`src/rtl/bramac_inst_seq.sv`:
```
// bramac_inst_seq: turns a job descriptor plus a stream of activation
// pairs into the cycle-by-cycle BrAMAC instruction words for the
// downstream compute-mode FSM. The instruction word and status flags are
// registers; each one is loaded with the value that belongs to the state
// being entered, so it always describes the current state.
module bramac_inst_seq #(
    parameter int DWIDTH = 40
) (
    input  logic              i_clk,
    input  logic              i_reset,
    input  logic              i_job_valid,
    output logic              o_job_ready,
    input  logic [1:0]        i_job_mode,
    input  logic [7:0]        i_job_npairs,
    input  logic [6:0]        i_job_row_base,
    input  logic [1:0]        i_job_col_1,
    input  logic [1:0]        i_job_col_2,
    input  logic              i_job_reload,
    input  logic              i_act_valid,
    output logic              o_act_ready,
    input  logic [15:0]       i_act_data,
    output logic              o_comp_en,
    output logic [DWIDTH-1:0] o_inst,
    output logic              o_busy,
    output logic              o_job_done,
    output logic              o_err_cfg,
    output logic              o_err_underflow
);

    localparam logic [3:0] S_IDLE  = 4'd0;
    localparam logic [3:0] S_RST   = 4'd1;
    localparam logic [3:0] S_START = 4'd2;
    localparam logic [3:0] S_MODE  = 4'd3;
    localparam logic [3:0] S_LDW1  = 4'd4;
    localparam logic [3:0] S_LDW2  = 4'd5;
    localparam logic [3:0] S_RUN   = 4'd6;
    localparam logic [3:0] S_DRAIN = 4'd7;
    localparam logic [3:0] S_CLR   = 4'd8;

    // Strobe patterns, ordered {reset, start, done, copy_en}
    localparam logic [3:0] STB_NONE  = 4'b0000;
    localparam logic [3:0] STB_RESET = 4'b1000;
    localparam logic [3:0] STB_START = 4'b0100;
    localparam logic [3:0] STB_DONE  = 4'b0010;

    logic [3:0]        r_state;
    logic              r_bufFull;
    logic [15:0]       r_bufData;
    logic [1:0]        r_mode;
    logic [1:0]        r_col1;
    logic [1:0]        r_col2;
    logic              r_reload;
    logic [6:0]        r_row;
    logic [7:0]        r_left;
    logic [3:0]        r_ph;
    logic              r_starved;
    logic [DWIDTH-1:0] r_inst;
    logic              r_compEn;
    logic              r_busy;
    logic              r_jobDone;
    logic              r_errCfg;
    logic              r_errUnderflow;

    logic              w_jobFire;
    logic              w_actFire;
    logic              w_jobIllegal;
    logic              w_isLast;
    logic [3:0]        w_phP;
    logic [3:0]        w_phAdd;
    logic [3:0]        w_phAcc;
    logic [7:0]        w_a1;
    logic [7:0]        w_a2;
    logic [DWIDTH-1:0] w_cfg;

    // Strobes, row and input byte; mode/col fields are OR-ed in separately
    function automatic logic [DWIDTH-1:0] mkInst(input logic [3:0] strobes,
                                                 input logic [6:0] row,
                                                 input logic [7:0] din);
        logic [DWIDTH-1:0] v;
        v        = '0;
        v[24:21] = strobes;
        v[18:12] = row;
        v[7:0]   = din;
        return v;
    endfunction

    function automatic logic [DWIDTH-1:0] mkCfg(input logic [1:0] mode,
                                                input logic [1:0] col1,
                                                input logic [1:0] col2);
        logic [DWIDTH-1:0] v;
        v        = '0;
        v[20:19] = mode;
        v[11:10] = col1;
        v[9:8]   = col2;
        return v;
    endfunction

    // Activations arrive right-aligned; the array wants them left-aligned
    function automatic logic [7:0] alignAct(input logic [1:0] mode,
                                            input logic [7:0] a);
        case (mode)
            2'b01:   return {a[1:0], 6'b0};
            2'b10:   return {a[3:0], 4'b0};
            default: return a;
        endcase
    endfunction

    assign w_jobFire    = i_job_valid && o_job_ready;
    assign w_actFire    = i_act_valid && o_act_ready;
    assign w_jobIllegal = (i_job_mode == 2'b00) || (i_job_npairs == 8'd0);
    assign w_isLast     = (r_left == 8'd0);
    assign w_phAdd      = w_phP + 4'd1;
    assign w_phAcc      = w_phP + 4'd2;
    assign w_a1         = alignAct(r_mode, r_bufData[7:0]);
    assign w_a2         = alignAct(r_mode, r_bufData[15:8]);
    assign w_cfg        = mkCfg(r_mode, r_col1, r_col2);

    assign o_job_ready     = (r_state == S_IDLE) && r_bufFull && !i_reset;
    assign o_act_ready     = !r_bufFull && !i_reset;
    assign o_inst          = r_inst;
    assign o_comp_en       = r_compEn;
    assign o_busy          = r_busy;
    assign o_job_done      = r_jobDone;
    assign o_err_cfg       = r_errCfg;
    assign o_err_underflow = r_errUnderflow;

    // Bit precision of the running job sets the number of MAC phases per pair
    always_comb begin
        w_phP = 4'd8;
        case (r_mode)
            2'b01:   w_phP = 4'd2;
            2'b10:   w_phP = 4'd4;
            default: w_phP = 4'd8;
        endcase
    end

    // Sequencer: state, activation buffer and next-state instruction word
    always_ff @(posedge i_clk) begin
        if (i_reset) begin
            r_state        <= S_IDLE;
            r_bufFull      <= 1'b0;
            r_bufData      <= '0;
            r_mode         <= '0;
            r_col1         <= '0;
            r_col2         <= '0;
            r_reload       <= 1'b0;
            r_row          <= '0;
            r_left         <= '0;
            r_ph           <= '0;
            r_starved      <= 1'b0;
            r_inst         <= '0;
            r_compEn       <= 1'b0;
            r_busy         <= 1'b0;
            r_jobDone      <= 1'b0;
            r_errCfg       <= 1'b0;
            r_errUnderflow <= 1'b0;
        end else begin
            r_jobDone <= 1'b0;
            if (w_actFire) begin
                r_bufFull <= 1'b1;
                r_bufData <= i_act_data;
            end
            case (r_state)
                S_IDLE: begin
                    if (w_jobFire) begin
                        if (w_jobIllegal) begin
                            r_errCfg <= 1'b1;
                        end else begin
                            r_mode    <= i_job_mode;
                            r_col1    <= i_job_col_1;
                            r_col2    <= i_job_col_2;
                            r_reload  <= i_job_reload;
                            r_row     <= i_job_row_base;
                            r_left    <= i_job_npairs - 8'd1;
                            r_ph      <= '0;
                            r_starved <= 1'b0;
                            r_compEn  <= 1'b1;
                            r_busy    <= 1'b1;
                            r_state   <= S_RST;
                            r_inst    <= mkInst(STB_RESET, i_job_row_base, 8'h00)
                                         | mkCfg(i_job_mode, i_job_col_1, i_job_col_2);
                        end
                    end
                end
                S_RST: begin
                    r_state <= S_START;
                    r_inst  <= mkInst(STB_START, r_row, 8'h00) | w_cfg;
                end
                S_START: begin
                    r_state <= S_MODE;
                    r_inst  <= mkInst(STB_NONE, r_row, 8'h00) | w_cfg;
                end
                S_MODE: begin
                    r_state <= S_LDW1;
                    r_inst  <= mkInst(STB_NONE, r_row, w_a1) | w_cfg;
                end
                S_LDW1: begin
                    r_state <= S_LDW2;
                    r_inst  <= mkInst(STB_NONE, r_row + 7'd1, w_a2) | w_cfg;
                end
                S_LDW2: begin
                    r_state   <= S_RUN;
                    r_ph      <= '0;
                    r_bufFull <= 1'b0;
                    r_inst    <= mkInst(STB_NONE, r_row, 8'h00) | w_cfg;
                end
                S_RUN: begin
                    if (r_ph == w_phAcc) begin
                        if (w_isLast) begin
                            r_state <= S_DRAIN;
                            r_inst  <= mkInst(STB_NONE, r_row, 8'h00) | w_cfg;
                        end else begin
                            r_ph      <= '0;
                            r_row     <= r_row + 7'd2;
                            r_left    <= r_left - 8'd1;
                            r_starved <= 1'b0;
                            if (!r_starved) begin
                                r_bufFull <= 1'b0;
                            end
                            r_inst <= mkInst(STB_NONE, r_row + 7'd2, 8'h00) | w_cfg;
                        end
                    end else if (r_ph == w_phP) begin
                        r_ph <= r_ph + 4'd1;
                        if (w_isLast) begin
                            r_inst <= mkInst(STB_NONE, r_row, 8'h00) | w_cfg;
                        end else if (r_bufFull) begin
                            r_inst <= mkInst({3'b000, r_reload}, r_row + 7'd2, w_a1) | w_cfg;
                        end else begin
                            r_starved      <= 1'b1;
                            r_errUnderflow <= 1'b1;
                            r_inst <= mkInst({3'b000, r_reload}, r_row + 7'd2, 8'h00) | w_cfg;
                        end
                    end else if (r_ph == w_phAdd) begin
                        r_ph <= r_ph + 4'd1;
                        if (w_isLast) begin
                            r_inst <= mkInst(STB_DONE, r_row, 8'h00) | w_cfg;
                        end else begin
                            r_inst <= mkInst(STB_NONE, r_row + 7'd3,
                                             r_starved ? 8'h00 : w_a2) | w_cfg;
                        end
                    end else begin
                        r_ph   <= r_ph + 4'd1;
                        r_inst <= mkInst(STB_NONE, r_row, 8'h00) | w_cfg;
                    end
                end
                S_DRAIN: begin
                    r_state   <= S_CLR;
                    r_jobDone <= 1'b1;
                    r_inst    <= mkInst(STB_RESET, r_row, 8'h00) | w_cfg;
                end
                S_CLR: begin
                    r_state  <= S_IDLE;
                    r_inst   <= '0;
                    r_compEn <= 1'b0;
                    r_busy   <= 1'b0;
                end
                default: begin
                    r_state  <= S_IDLE;
                    r_inst   <= '0;
                    r_compEn <= 1'b0;
                    r_busy   <= 1'b0;
                end
            endcase
        end
    end

endmodule

```
`config.mk`:
```
export PLATFORM = sky130hd
export DESIGN_NAME = bramac_inst_seq
export DESIGN_NICKNAME = d
export VERILOG_FILES = /design/src/rtl/bramac_inst_seq.sv
export SDC_FILE = /design/constraint.sdc
export NUM_CORES = 1
export LEC_CHECK = 0
export CAP_MARGIN = 20
export CORE_MARGIN = 2
export CORE_UTILIZATION = 45
export DETAILED_ROUTE_END_ITERATION = 8
export PLACE_DENSITY = 0.71
export SLEW_MARGIN = 20
export SYNTH_ARGS = -nofsm -noshare
export SYNTH_HDL_FRONTEND = slang
export SYNTH_SLANG_ARGS = --single-unit
```
`constraint.sdc`:
```
create_clock -name i_clk -period 3.9 [get_ports i_clk]
set_input_delay 0.585 -clock i_clk [delete_from_list [all_inputs] [get_ports i_clk]]
set_output_delay 0.585 -clock i_clk [all_outputs]
set_load 0.01 [all_outputs]
```
==> summary.md <==
| Metric | Value |
|---|---|
| Clock power frac | 0.213 |
| Initial detailed-routing violation count | 328 |
| Hold endpoint | r_reload |
| Final-report hold violation count | 0 |
| Initial antenna violation count | 0 |
| Layout fillers | 943 |
| Commonest non-fill, non-tap cell in the layout | nand2_1 |
| Worst IR Drop VDD | 0.0002556 V |
| Avg WL per Cell | 16.28 um |
| CTS clk-pin slew, worst paths | 0.09 ns |
| First drt pass iteration count | 5 |
| Wire length of the first global-routing pass | 20890 um |
| Die Ht | 103.8 um |
| Most frequent cells in the layout | 89 x nand2_1, 77 x dfxtp_1, 72 x clkdlybuf4s50_1 |
| Die W | 103.8 um |
| Netlist cell types | 73 |
| Pwr/cell area | 500.5 nW/um^2 |
| Vias in the first global route | 4204 |
| FF+latch count, synth | 77 |
| IO buf count | 73 |
| Worst-skew pair later-pin latency | 0.36 ns |
| Worst EP arrival | 3.31 ns |
| Endpoints failing setup | 0 |
| Boundary pin count | 89 |
| HPWL Detailed | 9182 um |
| Detailed-route wire length | 12670 um |
| Die area | 10770 um^2 |
| PostCTS Resize Cnt | 0 |
| Clock buffer depth | 2 |
| Worst path required time | 4.19 ns |
| Synth Area per Inst | 7.687 um^2 |
| Post-Synthesis Cell Area | 4482 um^2 |
| Seq/Total Area, Yosys | 0.3439 |
| Area leader, netlist | dfxtp_1 |
| CTS sink cnt | 77 |
| Normalized max-slew margin | 0.4480 |
| Hold WC Path Type | register to register |
| Cell Count, Final, Fillers Out | 778 |
| Skew final | 0.01077 ns |
| Syn Inst Count | 583 |
| Comb pwr share | 0.421 |
| Via density | 5.855 |
| Total Routing Usage GR | 0.2332 |
| Total CTS buffers | 9 |
| Worst Reg-to-Reg Cells | 8 |
| Main synth FF type | dfxtp_1 |
| RSZ-0062 raised after global routing | no |
| CTS Hold Bufs | 0 |
| Area growth, synth to finish | 21.55% |
| Antenna diode count | 0 |
| CP startpoint kind | register |
| Sw frac | 0.4153 |
| Top cell type's share of synthesized area | 0.3439 |
| Crit Path Class | register to register |
| Worst-Margin Slew | 0.8249 ns |
| Synth warn | 0 |
| Gr ovfl total | 0 |
| Final period util | 0.7742 |
| Switching Power | 1.132 mW |
| Final RePlAce weighted congestion | 0.9444 |
| Final nets | 692 |
| R2r endpoint | o_inst[17] |
| Core Rows | 36 |
| Cell Int Power | 1.594 mW |
| Post-synthesis async set-or-reset flop share | 0 |
| Ranking of synthesized cells by area | dfxtp_1 34%, nand2_1 7.5%, a21oi_1 5.8%, o21ai_0 5.1%, nor2_1 3.9% |
| Clock Tree Root | clkbuf_8 |
| Max-Cap Viols | 0 |
| Pin count of the biggest net entering global routing | 34 |
| Core area | 9729 um^2 |
| CTS tree | built |
| R2r setup slk | 0.88 ns |
| Critical path fanouts, max | 21 |
| Hold Startpoint | r_reload |
| Via count | 4555 |
| Share of post-route cells with drive strength above 1 | 0.08217 |
| CP Capture Type | register |
| Post-CTS setup buffer count | 0 |
| Reg2reg start | r_mode[0] |
| Placed Cells | 762 |
| Worst Hold Depth | 2 |
| H-Tree Depth | 3 |
| Residual DRC | 0 |
| Pins over their slew limit | 0 |
| Leakage Power | 1.981 nW |
| Initial Util | 0.4606 |
| Tmin final | 3.019 ns |
| Outcome | finished, final reports clean |
| Max frequency | 331.2 MHz |
| Total Negative Setup Slacks | 0 ns |
| Final ANT Viol Nets | 0 |
| Post-synth EDFFs | 0 |
| Sequential share of power | 0.366 |
## critical path: stages (launching register included)
cell      delay, ns
dfxtp_1        0.40
inv_1          0.08
ha_1           0.61
xor2_1         0.25
nor4_2         0.53
nand2_1        0.27
o22ai_2        0.23
or4b_1         0.48
o211ai_2       0.08
## logic make-up (layout without fill, tap and decap cells)
family                     after synthesis  after routing  share of synthesized area
and+or+nand+nor                        220            220                     0.2393
AOI/OAI and AO/OA                      184            184                     0.2694
DFF                                     77             77                     0.3439
buffers and inverters                   70            118                    0.07398
muxes                                   11             11                    0.02513
adders and majority gates               10             10                    0.02792
xor gates and xnor gates                10             10                    0.01954
other                                    1             15                  0.0008367
## power by group through the flow
stage | combinational, mW | sequential [mW] | clock, mW
floorplan | 0.756 | 1.01 | 0
global placement | 1.11 | 1.01 | 0
detailed placement | 1.12 | 1.01 | 0
CTS | 1.13 | 0.997 | 0.585
global route | 1.25 | 1.01 | 0.621
finish | 1.15 | 0.998 | 0.580
## worst max path at each step
stage	startpoint	slack [ns]	to
after floorplan	r_state[3]	1.38	r_left[6]
after global placement	i_job_npairs[4]	0.89	r_left[4]
after detailed placement	i_job_npairs[3]	0.77	r_ph[0]
after CTS	r_mode[0]	0.90	r_left[3]
after global routing	r_mode[0]	0.70	o_inst[17]
final	r_mode[0]	0.88	o_inst[17]
## synth_stat cells, drive strengths merged (9+ instances only)
cell type,n
nand2,89
dfxtp,77
a21oi,52
o21ai,50
nor2,47
buf,29
nor3,28
clkbuf,27
a22oi,14
inv,14
nand3,12
ha,10
mux2i,9
## area by class of cell
cell class                 instances  area, um^2  area share
tap                              133       166.4     0.03055
inverter                          14       52.55    0.009646
multi-input combinational        450        2668      0.4897
sequential                        77        1541      0.2830
timing repair buffer              88       838.3      0.1539
clock buffer                       9       123.9     0.02274
clock inverter                     7       57.56     0.01057
## flip-flops by register name (all words and copies together) (netlist names)
| name | count |
|---|---|
| o_busy | 1 |
| r_bufData | 16 |
| r_mode | 2 |
| o_err_underflow | 1 |
| o_err_cfg | 1 |
| r_row | 7 |
| r_col1 | 2 |
| o_inst | 25 |
| r_bufFull | 1 |
| r_ph | 4 |
| r_reload | 1 |
| r_starved | 1 |
| r_state | 4 |
| r_col2 | 2 |
| r_left | 8 |
| o_job_done | 1 |
## layer usage
| metal | wire length, um | global-route usage | vias to the layer above |
|---|---|---|---|
| li1 | - | - | 2204 |
| met1 | 5676 | 0.3045 | 2140 |
| met2 | 5898 | 0.3827 | 184 |
| met3 | 794 | 0.04342 | 27 |
| met4 | 295 | 0.08977 | 0 |
| met5 | 0 | 0 | - |
## metrics by stage
| stage | setup WS, ns | total power [mW] | utilization | hold WS, ns | area, um^2 |
|---|---|---|---|---|---|
| 5_1_grt | 0.6954 | 2.887 | 0.5599 | 0.4933 | 5448 |
| 3_5_place_dp | 0.7706 | 2.139 | 0.5413 | 0.4501 | 5266 |
| 4_1_cts | 0.9013 | 2.715 | 0.5599 | 0.4660 | 5448 |
| 6_report | 0.8808 | 2.727 | 0.5599 | 0.4645 | 5448 |
| 3_3_place_gp | 0.8884 | 2.117 | 0.5413 | 0.4444 | 5266 |
| 2_1_floorplan | 1.381 | 1.770 | - | 0.4357 | 4534 |
Note: power is estimated with default switching activity, not from simulation.
